===== src/rtl/fir_tap_sequencer.sv =====
`default_nettype none
// fir_tap_sequencer: delay-line RAM sequencer that streams NTAPS taps (newest first) per accepted sample.
// Rev 1.0
module fir_tap_sequencer #(
  parameter int DATA_W = 18,
  parameter int ADDR_W = 7,
  parameter int NTAPS  = 16
) (
  input  logic              clk,
  input  logic              reset_n,
  input  logic              s_valid,
  output logic              s_ready,
  input  logic [DATA_W-1:0] s_data,
  input  logic              clr,
  output logic              m_valid,
  output logic [DATA_W-1:0] m_data,
  output logic [ADDR_W-1:0] m_tap,
  output logic              m_last,
  output logic              ram_ce,
  output logic              ram_oce,
  output logic              ram_wre,
  output logic              ram_reset,
  output logic [ADDR_W-1:0] ram_ad,
  output logic [DATA_W-1:0] ram_din,
  input  logic [DATA_W-1:0] ram_dout
);

  localparam int              DEPTH   = 1 << ADDR_W;
  localparam logic [ADDR_W-1:0] LAST_K  = ADDR_W'(NTAPS - 1);
  localparam logic [ADDR_W-1:0] LAST_AD = ADDR_W'(DEPTH - 1);
  localparam logic [ADDR_W-1:0] AD_ONE  = ADDR_W'(1);

  localparam logic [2:0] ST_CLEAR = 3'd0;
  localparam logic [2:0] ST_IDLE  = 3'd1;
  localparam logic [2:0] ST_WRITE = 3'd2;
  localparam logic [2:0] ST_READ  = 3'd3;
  localparam logic [2:0] ST_DRAIN = 3'd4;

  logic [2:0]        state_q,    state_d;
  logic [ADDR_W-1:0] clr_addr_q, clr_addr_d;
  logic [ADDR_W-1:0] wptr_q,     wptr_d;
  logic [ADDR_W-1:0] k_q,        k_d;
  logic              clr_pend_q, clr_pend_d;
  logic              m_valid_q,  m_valid_d;
  logic [ADDR_W-1:0] m_tap_q,    m_tap_d;
  logic              m_last_q,   m_last_d;
  logic              ram_ce_q,   ram_ce_d;
  logic              ram_wre_q,  ram_wre_d;
  logic [ADDR_W-1:0] ram_ad_q,   ram_ad_d;
  logic [DATA_W-1:0] ram_din_q,  ram_din_d;
  logic              clear_done;

  // The last zero write is the one currently presented at the RAM port.
  assign clear_done = ram_ce_q && ram_wre_q && (ram_ad_q == LAST_AD);

  always_ff @(posedge clk or negedge reset_n) begin
    if (!reset_n) begin
      state_q    <= ST_CLEAR;
      clr_addr_q <= '0;
      wptr_q     <= '0;
      k_q        <= '0;
      clr_pend_q <= 1'b0;
      m_valid_q  <= 1'b0;
      m_tap_q    <= '0;
      m_last_q   <= 1'b0;
      ram_ce_q   <= 1'b0;
      ram_wre_q  <= 1'b0;
      ram_ad_q   <= '0;
      ram_din_q  <= '0;
    end else begin
      state_q    <= state_d;
      clr_addr_q <= clr_addr_d;
      wptr_q     <= wptr_d;
      k_q        <= k_d;
      clr_pend_q <= clr_pend_d;
      m_valid_q  <= m_valid_d;
      m_tap_q    <= m_tap_d;
      m_last_q   <= m_last_d;
      ram_ce_q   <= ram_ce_d;
      ram_wre_q  <= ram_wre_d;
      ram_ad_q   <= ram_ad_d;
      ram_din_q  <= ram_din_d;
    end
  end

  always_comb begin
    state_d = state_q;
    case (state_q)
      ST_CLEAR: if (clear_done) state_d = ST_IDLE;
      ST_IDLE: begin
        if (s_valid)  state_d = ST_WRITE;
        else if (clr) state_d = ST_CLEAR;
      end
      ST_WRITE: state_d = ST_READ;
      ST_READ:  if (k_q == LAST_K) state_d = ST_DRAIN;
      ST_DRAIN: state_d = (clr_pend_q || clr) ? ST_CLEAR : ST_IDLE;
      default:  state_d = ST_CLEAR;
    endcase
  end

  // RAM controls are registered from the next state so each access lines up
  // with the state that owns it.
  always_comb begin
    clr_addr_d = clr_addr_q;
    wptr_d     = wptr_q;
    k_d        = k_q;
    clr_pend_d = clr_pend_q;
    ram_ce_d   = 1'b0;
    ram_wre_d  = 1'b0;
    ram_ad_d   = ram_ad_q;
    ram_din_d  = ram_din_q;
    m_valid_d  = (state_q == ST_READ);
    m_tap_d    = (state_q == ST_READ) ? k_q : m_tap_q;
    m_last_d   = (state_q == ST_READ) && (k_q == LAST_K);

    if (clr && (state_q != ST_CLEAR)) clr_pend_d = 1'b1;
    if (state_q == ST_DRAIN)          wptr_d     = wptr_q + AD_ONE;

    case (state_d)
      ST_CLEAR: begin
        ram_ce_d   = 1'b1;
        ram_wre_d  = 1'b1;
        ram_din_d  = '0;
        clr_pend_d = 1'b0;
        wptr_d     = '0;
        if (state_q == ST_CLEAR) begin
          ram_ad_d   = clr_addr_q;
          clr_addr_d = clr_addr_q + AD_ONE;
        end else begin
          ram_ad_d   = '0;
          clr_addr_d = AD_ONE;
        end
      end
      ST_WRITE: begin
        ram_ce_d  = 1'b1;
        ram_wre_d = 1'b1;
        ram_ad_d  = wptr_q;
        ram_din_d = s_data;
      end
      ST_READ: begin
        k_d      = (state_q == ST_READ) ? (k_q + AD_ONE) : '0;
        ram_ce_d = 1'b1;
        ram_ad_d = wptr_q - k_d;
      end
      default: ;
    endcase
  end

  assign s_ready   = (state_q == ST_IDLE);
  assign m_valid   = m_valid_q;
  assign m_data    = ram_dout;
  assign m_tap     = m_tap_q;
  assign m_last    = m_last_q;
  assign ram_ce    = ram_ce_q;
  assign ram_oce   = 1'b1;
  assign ram_wre   = ram_wre_q;
  assign ram_reset = 1'b0;
  assign ram_ad    = ram_ad_q;
  assign ram_din   = ram_din_q;

endmodule
`default_nettype wire


===== config.mk =====
export PLATFORM = sky130hd
export DESIGN_NAME = fir_tap_sequencer
export DESIGN_NICKNAME = d
export VERILOG_FILES = /design/src/rtl/fir_tap_sequencer.sv
export SDC_FILE = /design/constraint.sdc
export NUM_CORES = 1
export LEC_CHECK = 0
export ABC_AREA = 1
export CAP_MARGIN = 20
export CELL_PAD_IN_SITES_DETAIL_PLACEMENT = 1
export CELL_PAD_IN_SITES_GLOBAL_PLACEMENT = 1
export CORE_MARGIN = 5
export CORE_UTILIZATION = 38
export CTS_BUF_LIST = sky130_fd_sc_hd__clkbuf_8
export DETAILED_ROUTE_END_ITERATION = 16
export GPL_TIMING_DRIVEN = 0
export PLACE_DENSITY_LB_ADDON = 0.12
export SETUP_SLACK_MARGIN = 0.5
export SLEW_MARGIN = 10
export SYNTH_ARGS = -nofsm -noshare
export SYNTH_HDL_FRONTEND = slang
export SYNTH_SLANG_ARGS = --single-unit

===== constraint.sdc =====
create_clock -name clk -period 5.15 [get_ports clk]
set_input_delay 0.515 -clock clk [delete_from_list [all_inputs] [get_ports clk]]
set_output_delay 0.515 -clock clk [all_outputs]
set_load 0.02 [all_outputs]

After elaboration in Yosys (flattened, before gate mapping). Cells that the tools add are included.

Register bits: 61. Bits of input ports: 40. Output and inout port bits: 57. Logic and storage cells: 55.

Add/subtract/negate cells: 4. Eq/ne operators: 8. Mux-type cells: 17. Reductions and logical operators: 14.

Operator list (count): case mux 18 bit (2 select lines) (1); two-way mux 7 bit (5); adder 7 x 1 -> 7 bit, second input constant (3); case mux 7 bit (3 select lines) (1); case mux 3 bit (5 select lines) (1); == test 3 x 2 -> 1 bit, second input constant (4); two-way mux 3 bit (4); == test 7 x 4 -> 1 bit, second input constant (1); == test 7 bit, second input constant (1); subtractor 7 bit (1); zero test 3 bit (2); nonzero test 2 bit (3); nonzero test 3 bit (2); two-way mux 1 bit (5); logical AND 1 bit (4); == test 3 x 1 -> 1 bit, second input constant (1); == test 3 bit, second input constant (1); OR reduction 3 bit (1); OR reduction 2 bit (1); logical OR 1 bit (1).

Logic depth before layout (Yosys ltp). Gate-level depths: netlist of the first run.

Depth in word-level cells: 7. Gate-level depth with buffers: 15. Mapped depth without buffers: 15.

Least setup slack after synthesis of the first run. Ideal clock, no wire load.

Path kind: reg2reg. From: reg state_q[2]. To: reg ram_ad_q[6], in the netlist ram_ad[6]. Data arrival time: 2171 ps. Path slack: 2862 ps. Cell stages (with the launch flop): 16. Buffers on the path: 1. Cell sequence: dfrtp_1 > buf_4 > nor3_4 > inv_1 > nor2_1 > ha_1 > inv_1 > fa_1 > inv_1 > nor3_1 > nor2_1 > nand3_1 > nand2_1 > nor2_1 > nor2_1 > nor2_1.

Elaborated cells on any way between the ends: 18. Those cells by class: add/sub: 1; eq/ne: 6; mux: 8; reduce/logical: 3.

RTL lines: start, declared (line 39) `logic [2:0] state_q, state_d;`; start signal, assigned (line 71) `state_q <= state_d;`; == test 3 x 2 -> 1 bit (*); via m_valid_d (line 44) `logic m_valid_q, m_valid_d;`; two-way mux 7 bit / case mux 3 bit (5 select lines) (equally long branches) (line 141, 88); subtractor 7 bit, or another cell as far along (line 143) `ram_ad_d = wptr_q - k_d;`; case mux 7 bit (3 select lines) / nonzero test 3 bit (equally long branches); end signal, assigned (line 81) `ram_ad_q <= ram_ad_d;`; end, declared (line 49) `logic [ADDR_W-1:0] ram_ad_q, ram_ad_d;`.

The timed path passes the listed nets; every way through them passes the cells marked *. A chain may end at the register's enable or synchronous reset.

Final worst setup path of the first run. Ends and elaborated chain as after synthesis.

==> metrics.yaml, run 1 <==
status:
  status: "completed"
sta:
  hold_viol: 0
  finalCritPeriodShare_pct: 55.0
  finalClockSkew_ns: 0.00891
  final_max_slew_viol_count: 0
  setup_viol: 0
  clock.fmax_mhz: 353
  setup_tns_ns: 0
  holdWs_ns: 0.156
  fin_crit_ns: 2.83
  rsz0062_at_grt: "false"
floorplanning:
  core_um2: 8260
  initial_core_util_pct: 39.3
  ios: 97
  die_x_um: 102
  chipHeight_um: 102
  dieArea_um2: 10500
  rows: 33
cells_and_area:
  syn2layout_area_growth_pct: 35.6
  final_area_um2: 4410
  num-fill-cells: 1023
  post-route-util_pct: 53.3
  final_cells: 594
  drive_above_1_share_pct: 11.9
  nets: 534
  antenna_cells: 0
  multiInputGateArea_um2: 1370
  seqCellArea_um2: 1530
detailed_routing:
  firstDrtPassIters: 4
  drtIter0Drc: 83
  wirelength_mm: 9.23
  ant_nets: 0
  viasPerCell: 4.96
  post_drt_wl_per_cell_um: 15.5
  drc: 0
  vias: 2948
cts:
  cts.sinks: 61
  cts.repair.resized: 0
  clk_pin_slew_ns: 0.07
  cts_root_buf: "clkbuf_8"
  post-cts-setup-buffer-count: 0
  cts_htree_levels: 3
  hold_buffers: 0
  cts_tree: "built"
  clockBufferDepth: 2
  cts_made_buffers: 9
  clk_latency_ns: 0.34
worst_setup_path:
  cp.arrival_ns: 3.06
  cp_num_buf_inv: 4
  crit_required_ns: 5.38
  crit_path_start_kind: "register"
  cpMaxStageDelayCell: "nor3_4"
  path_delay_family: "simple AND/OR/NAND/NOR gates"
  critPathKind: "reg -> reg"
  cp_common_cell: "nor2_1"
  crit_path_end_kind: "register"
  path_cells: "buf_4, nor3_4, inv_1, nor2_1, ha_1, inv_1, fa_1, inv_1, nor3_1, nor2_1, nand3_1, nand2_1, nor2_1, nor2_1, nor2_1"
  cpPeakStageDelay_ns: 0.42
  crit_fanout: 10
synthesis:
  synthesis.nets: 446
  synth_edf_count: 0
  yosysMostFrequentCell: "nand2_1"
  dominantRegCellSynth: "dfrtp_1"
  avgSynthCellArea_um2: 8.20
  synth.largest_area_cell: "dfrtp_1"
  ys.warnings.count: 0
  ys_ff_latch: 61
  synth.cells.most_frequent: "nand2_1, dfrtp_1, nand3_1, nor2_1, inv_1"
  synthCells: 396
  synthArstFlopShare_pct: 100
  syn_area_um2: 3250
  synth.distinct_cells: 34
  synth-seq-area-share_pct: 47.0
  yosysTopAreaCellShare_pct: 47.0
  synth_area_leaders: "dfrtp_1, nand2_1, nand3_1, buf_4, nor2_1"
placement:
  hpwlAfterDp_mm: 7.17
  globalplace.congestion: 0.826
  placed_cells: 578
  place_area_um2: 4170
  port_buffers: 76
power_and_ir_drop:
  p_leak_uw: 0.00211
  power.density_nw_per_um2: 553
  ir_drop_v: 0.000216
global_route:
  antenna_found_initial: 0
  use_met2_pct: 32.2
  grt_max_degree: 62
  track_usage_pct: 18.5
  grt_remaining_overflow: 0
  gr-usage-met1_pct: 23.0
  grt_pass1_wl_mm: 15.2
  use_met3_pct: 4.03
  busiest_layer: "met2"
  grt_pass1_vias: 3143
worst_hold_path:
  hp-class: "in -> async"
job:
  maxCapViolCount: 0
[routing by layer]
metal  vias to the layer above  share of wire (%)
met3                        11                4.5
met1                      1440                 43
li1                       1438                  -
met5                         -                  0
met2                        59                 51
met4                         0                1.4
[logic make-up after synthesis]
| logic type | count (synthesis) | share of synthesized area [%] |
|---|---|---|
| AND/OR/NAND/NOR | 200 | 27.6 |
| AO/OA/AOI/OAI | 46 | 7.82 |
| other | 2 | 0.231 |
| XOR/XNOR | 9 | 2.43 |
| adder cells (fa/ha/maj) | 10 | 4.08 |
| flip-flops | 61 | 47.0 |
| buffers and inverters | 68 | 10.9 |
[flip-flops by register name (all words and copies together) (netlist names), 3 cells and up]
register and flops:
ram_din 18, clr_addr_q 7, k_q 7, m_tap 7, ram_ad 7, wptr_q 7, state_q 3
[cell usage in the layout, fill, tap and decap left out, types with 2 or more instances in the layout]
master and count:
nand2_4 2, xnor2_1 2, clkbuf_8 10, bufinv_16 3
clkdlybuf4s50_1 75, ha_1 9, nor3_1 4, nor2_1 34
inv_1 35, o31ai_1 2, nand2_1 108, a31oi_1 4
conb_1 2, buf_2 3, inv_2 4, nand3_1 36
a21oi_1 13, o22ai_1 3, nand4_1 5, o21ai_0 22
buf_4 24, xor2_1 7, nor2_4 2, nand2_2 2
clkbuf_1 4, dfrtp_1 61
[area by class of cell]
class	instances	share of cell area [%]
Buffer	31	4.86
Multi-Input combinational cell	267	31.1
Clock inverter	6	2.33
Clock buffer	10	3.12
Inverter	37	3.15
Tap cell	105	2.98
Timing Repair Buffer	77	17.8
Sequential cell	61	34.6
[final timing paths]
| check | startpoint | slack, ns | to | cells after the start |
|---|---|---|---|---|
| max | state_q[2] | 2.32 | ram_ad[6] | 15 |
| min | reset_n | 0.16 | wptr_q[1] | 2 |
| min in group clk | m_tap[1] | 0.47 | m_tap[1] | 2 |
| max reg2reg | state_q[2] | 2.32 | ram_ad[6] | 15 |
| max in group asynchronous | reset_n | 4.70 | k_q[1] | 2 |
| min reg2reg | m_tap[1] | 0.47 | m_tap[1] | 2 |
[metrics by stage]
step	power [uW]	worst slack, ns
3_3_place_gp	1890	1.41
2_1_floorplan	1460	2.86
6_report	2440	2.32
4_1_cts	2470	2.30
5_1_grt	2620	2.01
3_5_place_dp	1940	2.30
[where the power goes]
group          switching, uW  internal, uW  total (uW)  leakage (uW)
Clock                    192           331         523      0.000129
Sequential               121           643         765      0.000775
Combinational            661           487        1150       0.00121
Total                    974          1460        2440       0.00211
Note: power is estimated with default switching activity, not from simulation.
==> run 2: changes to the inputs <==
- CORE_UTILIZATION: 38 -> 35
- clock period: 5.15 -> 2.9 ns (I/O delays scaled with it)
==> run 2 against run 1 <==
  * Clock skew is 0.0017 ns lower
  * Wire length is 0.51% higher
  * Utilization fell by 1.9 points
  * Setup slack got worse by 1.7 ns
  * Sequential power increased by 79%
  * Largest power group unchanged
  * Largest cell class unchanged
==> metrics.yaml, run 2 (synthesis gave the netlist of run 1 again) <==
worst_setup_path:
  crit_path_end_kind: "register"
  crit_fanout: 3  # -7
  cp_num_buf_inv: 4  # unchanged
  critPathKind: "reg -> reg"
  path_cells: "buf_6, nor3_4, inv_2, nor2_4, ha_4, inv_4, fa_2, inv_2, o21ai_1, xnor2_1, nor2_1, nor2_1, a31oi_1"
  path_delay_family: "simple AND/OR/NAND/NOR gates"
  crit_path_start_kind: "register"
  cp.arrival_ns: 2.54  # -0.52 ns
  crit_required_ns: 3.12  # -2.26 ns
  cpPeakStageDelay_ns: 0.39  # -0.03 ns
  cpMaxStageDelayCell: "fa_2"
power_and_ir_drop:
  p_leak_uw: 0.00221  # +4.4%
  power.density_nw_per_um2: 1020  # +85%
  power_uw: 4820  # +98%
  ir_drop_v: 0.000388  # +80%
placement:
  hpwlAfterDp_mm: 6.66  # -7.2%
  port_buffers: 76  # unchanged
  placed_cells: 584  # +1.0%
  globalplace.congestion: 0.746  # -9.8%
floorplanning:
  rows: 35  # +6.1%
  chipHeight_um: 106  # +3.8%
  initial_core_util_pct: 35.5  # -3.8 points
  core_um2: 9150  # +11%
  ios: 97  # unchanged
  dieArea_um2: 11300  # +7.7%
  die_x_um: 106  # +3.8%
cells_and_area:
  final_cells: 616  # +3.7%
  seqCellArea_um2: 1530  # about the same
  largest_register_ffs: 18  # unchanged
  syn2layout_area_growth_pct: 44.9
  num-fill-cells: 1087  # +6.3%
  final_common_cell: "nand2_1"
  drive_above_1_share_pct: 20.6  # +8.7 points
  nets: 550  # +3.0%
  antenna_cells: 0  # unchanged
  mostFrequentLayoutCells: "nand2_1, clkdlybuf4s50_1, dfrtp_1"
  multiInputGateArea_um2: 1510  # +10%
cts:
  cts_made_buffers: 9  # unchanged
  cts_tree: "built"
  cts_root_buf: "clkbuf_8"
  clk_latency_ns: 0.34  # about the same
  clk_pin_slew_ns: 0.07  # about the same
  clockBufferDepth: 2  # unchanged
  cts_htree_levels: 3  # unchanged
  cts.sinks: 61  # unchanged
global_route:
  gr-usage-met1_pct: 20.6  # -2.4 points
  use_met2_pct: 27.8  # -4.4 points
  busiest_layer: "met2"
  grt_pass1_wl_mm: 14.6  # -3.8%
  track_usage_pct: 16.3  # -2.2 points
  grt_remaining_overflow: 0  # unchanged
  grt_pass1_vias: 2978  # -5.2%
  antenna_found_initial: 0  # unchanged
  use_met3_pct: 4.01  # -0.020 points
  grt_max_degree: 41  # -34%
sta:
  hold_viol: 0  # unchanged
  rsz0062_at_grt: "true"
  slew_headroom_pct: 66.2
  setup_tns_ns: 0  # unchanged
  setup_viol: 0  # unchanged
  finalCritPeriodShare_pct: 80.0  # +25 points
  finalClockSkew_ns: 0.00725  # -0.00165 ns
  fin_crit_ns: 2.32  # -0.514 ns
  clock.fmax_mhz: 431  # +22%
  final_max_slew_viol_count: 0  # unchanged
  worst_pin_slew_ns: 0.507
job:
  maxCapViolCount: 0  # unchanged
worst_hold_path:
  hp-class: "in -> async"
detailed_routing:
  wirelength_mm: 9.28  # +0.51%
  vias: 2958  # +0.34%
  drtIter0Drc: 75  # -9.6%
  firstDrtPassIters: 6  # +2
  post_drt_wl_per_cell_um: 15.1  # -3.1%
  ant_nets: 0  # unchanged
  viasPerCell: 4.80  # -3.2%
  drc: 0  # unchanged
status:
  status: "completed"
[run 2: cell count changes in the layout (fill, tap and decap cells not counted), moves of 3 or more]
cell     before  now
buf_4        24   37
a21oi_1      13   10
nor2_2        0    4
o21ai_0      22   16
o21ai_2       0    5
buf_6         1    4
a21oi_2       0    3
ha_4          0    6
nand2_1     108  104
nand2_2       2    6
inv_1        35   31
ha_1          9    3
nor2_1       34   29
[run 2: worst paths after layout]
path	cells after the start	slack [ns]	endpoint	start
worst max-delay path	13	0.58	ram_ad[4]	state_q[2]
worst min-delay path	2	0.38	m_tap[1]	reset_n
worst max register to register	13	0.58	ram_ad[4]	state_q[2]
worst min register to register	2	0.47	m_tap[1]	m_tap[1]
max in group asynchronous	3	2.00	ram_din[11]	reset_n
min in group clk	2	0.47	m_tap[1]	m_tap[1]
[run 2: timing repair]
item | CTS | global route
gates resized for setup | 11 | 34
gates cloned | 0 | 0
endpoints found under the setup margin | 6 | 4
pin swaps | 7 | 17
hold buffers | 1 | 0
setup buffers | 5 | 10
endpoints found under the hold margin | 21 | 0
[run 2: worst reg2reg max path: stages (launching register included)]
cell,delay (ns)
dfrtp_1,0.38
buf_6,0.12
nor3_4,0.23
inv_2,0.12
nor2_4,0.15
ha_4,0.15
inv_4,0.04
fa_2,0.39
inv_2,0.09
o21ai_1,0.08
xnor2_1,0.16
nor2_1,0.06
nor2_1,0.14
a31oi_1,0.10
[run 2: layout make-up]
| type | count | area share (%) |
|---|---|---|
| clock buffer | 12 | 3.51 |
| clock inverter | 4 | 1.99 |
| multi-input combinational | 267 | 32.1 |
| tap | 111 | 2.95 |
| buffer | 31 | 4.79 |
| sequential | 61 | 32.5 |
| timing repair buffer | 93 | 19.2 |
| inverter | 37 | 3.00 |
[run 2: report_power, final]
part / switching (uW) / total (uW) / internal (uW)
Sequential: 228 / 1370 / 1140
Combinational: 1340 / 2470 / 1130
Clock: 338 / 977 / 639
[run 2: layer usage]
metal	up-vias	share of wire, %
li1	1460	-
met1	1423	44
met2	64	50
met3	11	4.3
met4	0	1.5
met5	-	0
[run 2: stage by stage]
stage | hold WS (ns) | worst slack (ns) | instance area, um2 | utilization (%)
after floorplan | -0.00559 | 0.612 | 3250 | -
after global placement | 0.454 | -0.642 | 4150 | 45.3
after detailed placement | 0.206 | 0.0239 | 4170 | 45.5
after CTS | 0.377 | 0.489 | 4500 | 49.2
after global routing | 0.400 | 0.384 | 4710 | 51.4
final | 0.382 | 0.581 | 4710 | 51.4
==> run 3: changes to the inputs <==
- CORE_UTILIZATION: 35 -> 32
- clock period: 2.9 -> 2 ns (I/O delays scaled with it)
==> run 3 against run 2 <==
  * The run now ends with setup timing left
  * Utilization up 3.8 points
  * Highest routed layer unchanged
  * Setup slack worse by 1.1 ns
  * Die area grew 8.5%
  * Critical path type unchanged
==> metrics.yaml, run 3 (synthesis gave the netlist of run 1 again) <==
status:
  status: "complete, but fails checks"
  violations: "setup timing"
sta:
  rsz0062_at_grt: "true"
  setup_slack_ns: -0.568  # -1.15 ns
  setup_viol: 16  # +16
  slew_headroom_pct: 45.9  # -20 points
  holdWs_ns: 0.383  # +0.00111 ns
  clock.fmax_mhz: 389  # -9.7%
  fin_crit_ns: 2.57  # +0.248 ns
  final_max_slew_viol_count: 0  # unchanged
  finalCritPeriodShare_pct: 128  # +48 points
  hold_viol: 0  # unchanged
  finalClockSkew_ns: 0.00833  # +0.00108 ns
  worst_pin_slew_ns: 0.812  # +0.304 ns
global_route:
  grt_pass1_wl_mm: 17.3  # +18%
  grt_pass1_vias: 3473  # +17%
  grt_max_degree: 62  # +51%
  grt_remaining_overflow: 0  # unchanged
  track_usage_pct: 17.2  # +0.88 points
  antenna_found_initial: 0  # unchanged
worst_setup_path:
  reg2reg_slack_ns: -0.57  # -1.15 ns
  crit_fanout: 5  # +2
  critPathKind: "reg -> reg"
  cp_common_cell: "nor2_1"
  cpPeakStageDelay_ns: 0.42  # +0.03 ns
  crit_path_end_kind: "register"
  cp.arrival_ns: 2.81  # +0.27 ns
  timing.rr.start: "state_q[0]"
  path_cells: "inv_2, nor3_4, buf_4, nand2_1, o21ai_1, o21ai_2, ha_1, a21oi_1, o21ai_1, nor2_1, nand3_1, nand2_1, nor2_2, nor2_1, nor2_1"
  crit_required_ns: 2.24  # -0.88 ns
  cp_num_buf_inv: 2  # -2
  path_delay_family: "simple AND/OR/NAND/NOR gates"
  cpMaxStageDelayCell: "dfrtp_1"
  r2r_end: "ram_ad[6]"
  r2r_cells: 15  # +2
  crit_path_start_kind: "register"
worst_hold_path:
  holdPathEnd: "ram_din[13]"
  hp-class: "in -> reg"
  worstHoldPathCells: 3
  min_from: "s_data[13]"
cts:
  cts_made_buffers: 9  # unchanged
  clk_latency_ns: 0.35  # about the same
  clk_pin_slew_ns: 0.08  # about the same
  cts_htree_levels: 3  # unchanged
  clockBufferDepth: 2  # unchanged
  cts_tree: "built"
  cts_root_buf: "clkbuf_8"
  cts.sinks: 61  # unchanged
detailed_routing:
  viasPerCell: 4.77  # -0.76%
  drc: 0  # unchanged
  firstDrtPassIters: 4  # -2
  ant_nets: 0  # unchanged
  vias: 3188  # +7.8%
  wirelength_mm: 11.2  # +20%
  drtIter0Drc: 81  # +8.0%
  post_drt_wl_per_cell_um: 16.7  # +11%
cells_and_area:
  final_common_cell: "nand2_1"
  nets: 581  # +5.6%
  mostFrequentLayoutCells: "nand2_1, dfrtp_1, buf_4"
  drive_above_1_share_pct: 35.6  # +15 points
  syn2layout_area_growth_pct: 67.0
  antenna_cells: 0  # unchanged
  num-fill-cells: 1181  # +8.6%
  largest_register_ffs: 18  # unchanged
floorplanning:
  rows: 36  # +2.9%
  core_um2: 9820  # +7.3%
  die_x_um: 111  # +4.2%
  dieArea_um2: 12300  # +8.5%
  chipHeight_um: 111  # +4.2%
  ios: 97  # unchanged
  initial_core_util_pct: 33.1  # -2.4 points
placement:
  port_buffers: 76  # unchanged
  hpwlAfterDp_mm: 6.88  # +3.4%
  globalplace.congestion: 0.799  # +7.1%
job:
  maxCapViolCount: 0  # unchanged
power_and_ir_drop:
  power.density_nw_per_um2: 1380  # +35%
  power_uw: 7510  # +56%
  p_leak_uw: 0.00262  # +19%
  ir_drop_v: 0.000489  # +26%
-- run 3: cell count changes in the layout (fill, tap and decap cells not counted), sizes merged --
cell | before | now
dlygate4sd2 | 0 | 34
buf | 45 | 77
clkinv | 0 | 2
dlymetal6s2s | 0 | 1
clkinvlp | 0 | 1
clkbuf | 15 | 12
clkdlybuf4s50 | 75 | 39
-- run 3: area by class of cell --
class,count,area [um2],share of cell area [%]
inverters,37,156,2.88
well taps,133,166,3.07
clock buffers,9,124,2.28
multi-input cells,267,1820,33.5
clock inverters,7,115,2.12
flip-flops and latches,61,1530,28.2
repair buffers,124,1230,22.7
plain buffers,31,285,5.26
-- run 3: worst max-delay path by stage --
stage	from	slack (ns)	cells after the start	endpoint
CTS	state_q[2]	-0.42	15	ram_ad[6]
detailed placement	state_q[0]	-0.61	13	ram_ad[5]
global route	state_q[0]	-0.73	14	ram_ad[5]
floorplan	state_q[0]	-0.11	14	ram_ad[5]
global placement	reset_n	-1.43	1	ram_din[14]
finish	state_q[0]	-0.57	15	ram_ad[6]
-- run 3: worst register-to-register path: cells and delay by family (launching register included) --
kind | cells | cell delay [ns]
simple gates | 8 | 0.94
compound gates | 4 | 0.49
flops | 1 | 0.42
fa+ha+maj | 1 | 0.34
buf+inv | 2 | 0.25
-- run 3: what timing repair did --
action | in CTS | in global routing
endpoints found under the setup margin | 89 | 61
hold buffers | 1 | 0
gates resized for setup | 110 | 63
setup buffers | 31 | 13
endpoints found under the hold margin | 61 | 0
cloned | 3 | 0
pin swaps | 25 | 34
-- run 3: routing by layer --
| metal | global-route usage, % | vias to the layer above | wire (um) |
|---|---|---|---|
| met4 | 7.06 | 0 | 344 |
| met5 | 0 | - | 0 |
| met1 | 21.2 | 1548 | 4610 |
| li1 | - | 1528 | - |
| met2 | 28.8 | 87 | 5750 |
| met3 | 4.09 | 25 | 457 |
-- run 3: per-stage QoR --
| stage | cells | util (%) | instance area (um2) | setup WS (ns) | setup TNS [ns] |
|---|---|---|---|---|---|
| 6_report | 669 | 55.2 | 5420 | -0.568 | -2.59 |
| 5_1_grt | 669 | 55.2 | 5420 | -0.734 | -6.51 |
| 4_1_cts | 656 | 51.8 | 5080 | -0.421 | -2.07 |
| 3_5_place_dp | 605 | 44.1 | 4330 | -0.612 | -3.15 |
| 3_3_place_gp | 605 | 44.1 | 4330 | -1.43 | -89.68 |
| 2_1_floorplan | 396 | - | 3410 | -0.114 | -0.465 |
-- run 3: where the power goes --
| part | switching (uW) | total [uW] | internal (uW) | leakage [uW] |
|---|---|---|---|---|
| clock network | 532 | 1360 | 823 | 0.000121 |
| logic | 2250 | 4130 | 1880 | 0.00173 |
| registers | 366 | 2020 | 1660 | 0.000774 |
| total | 3150 | 7510 | 4360 | 0.00262 |
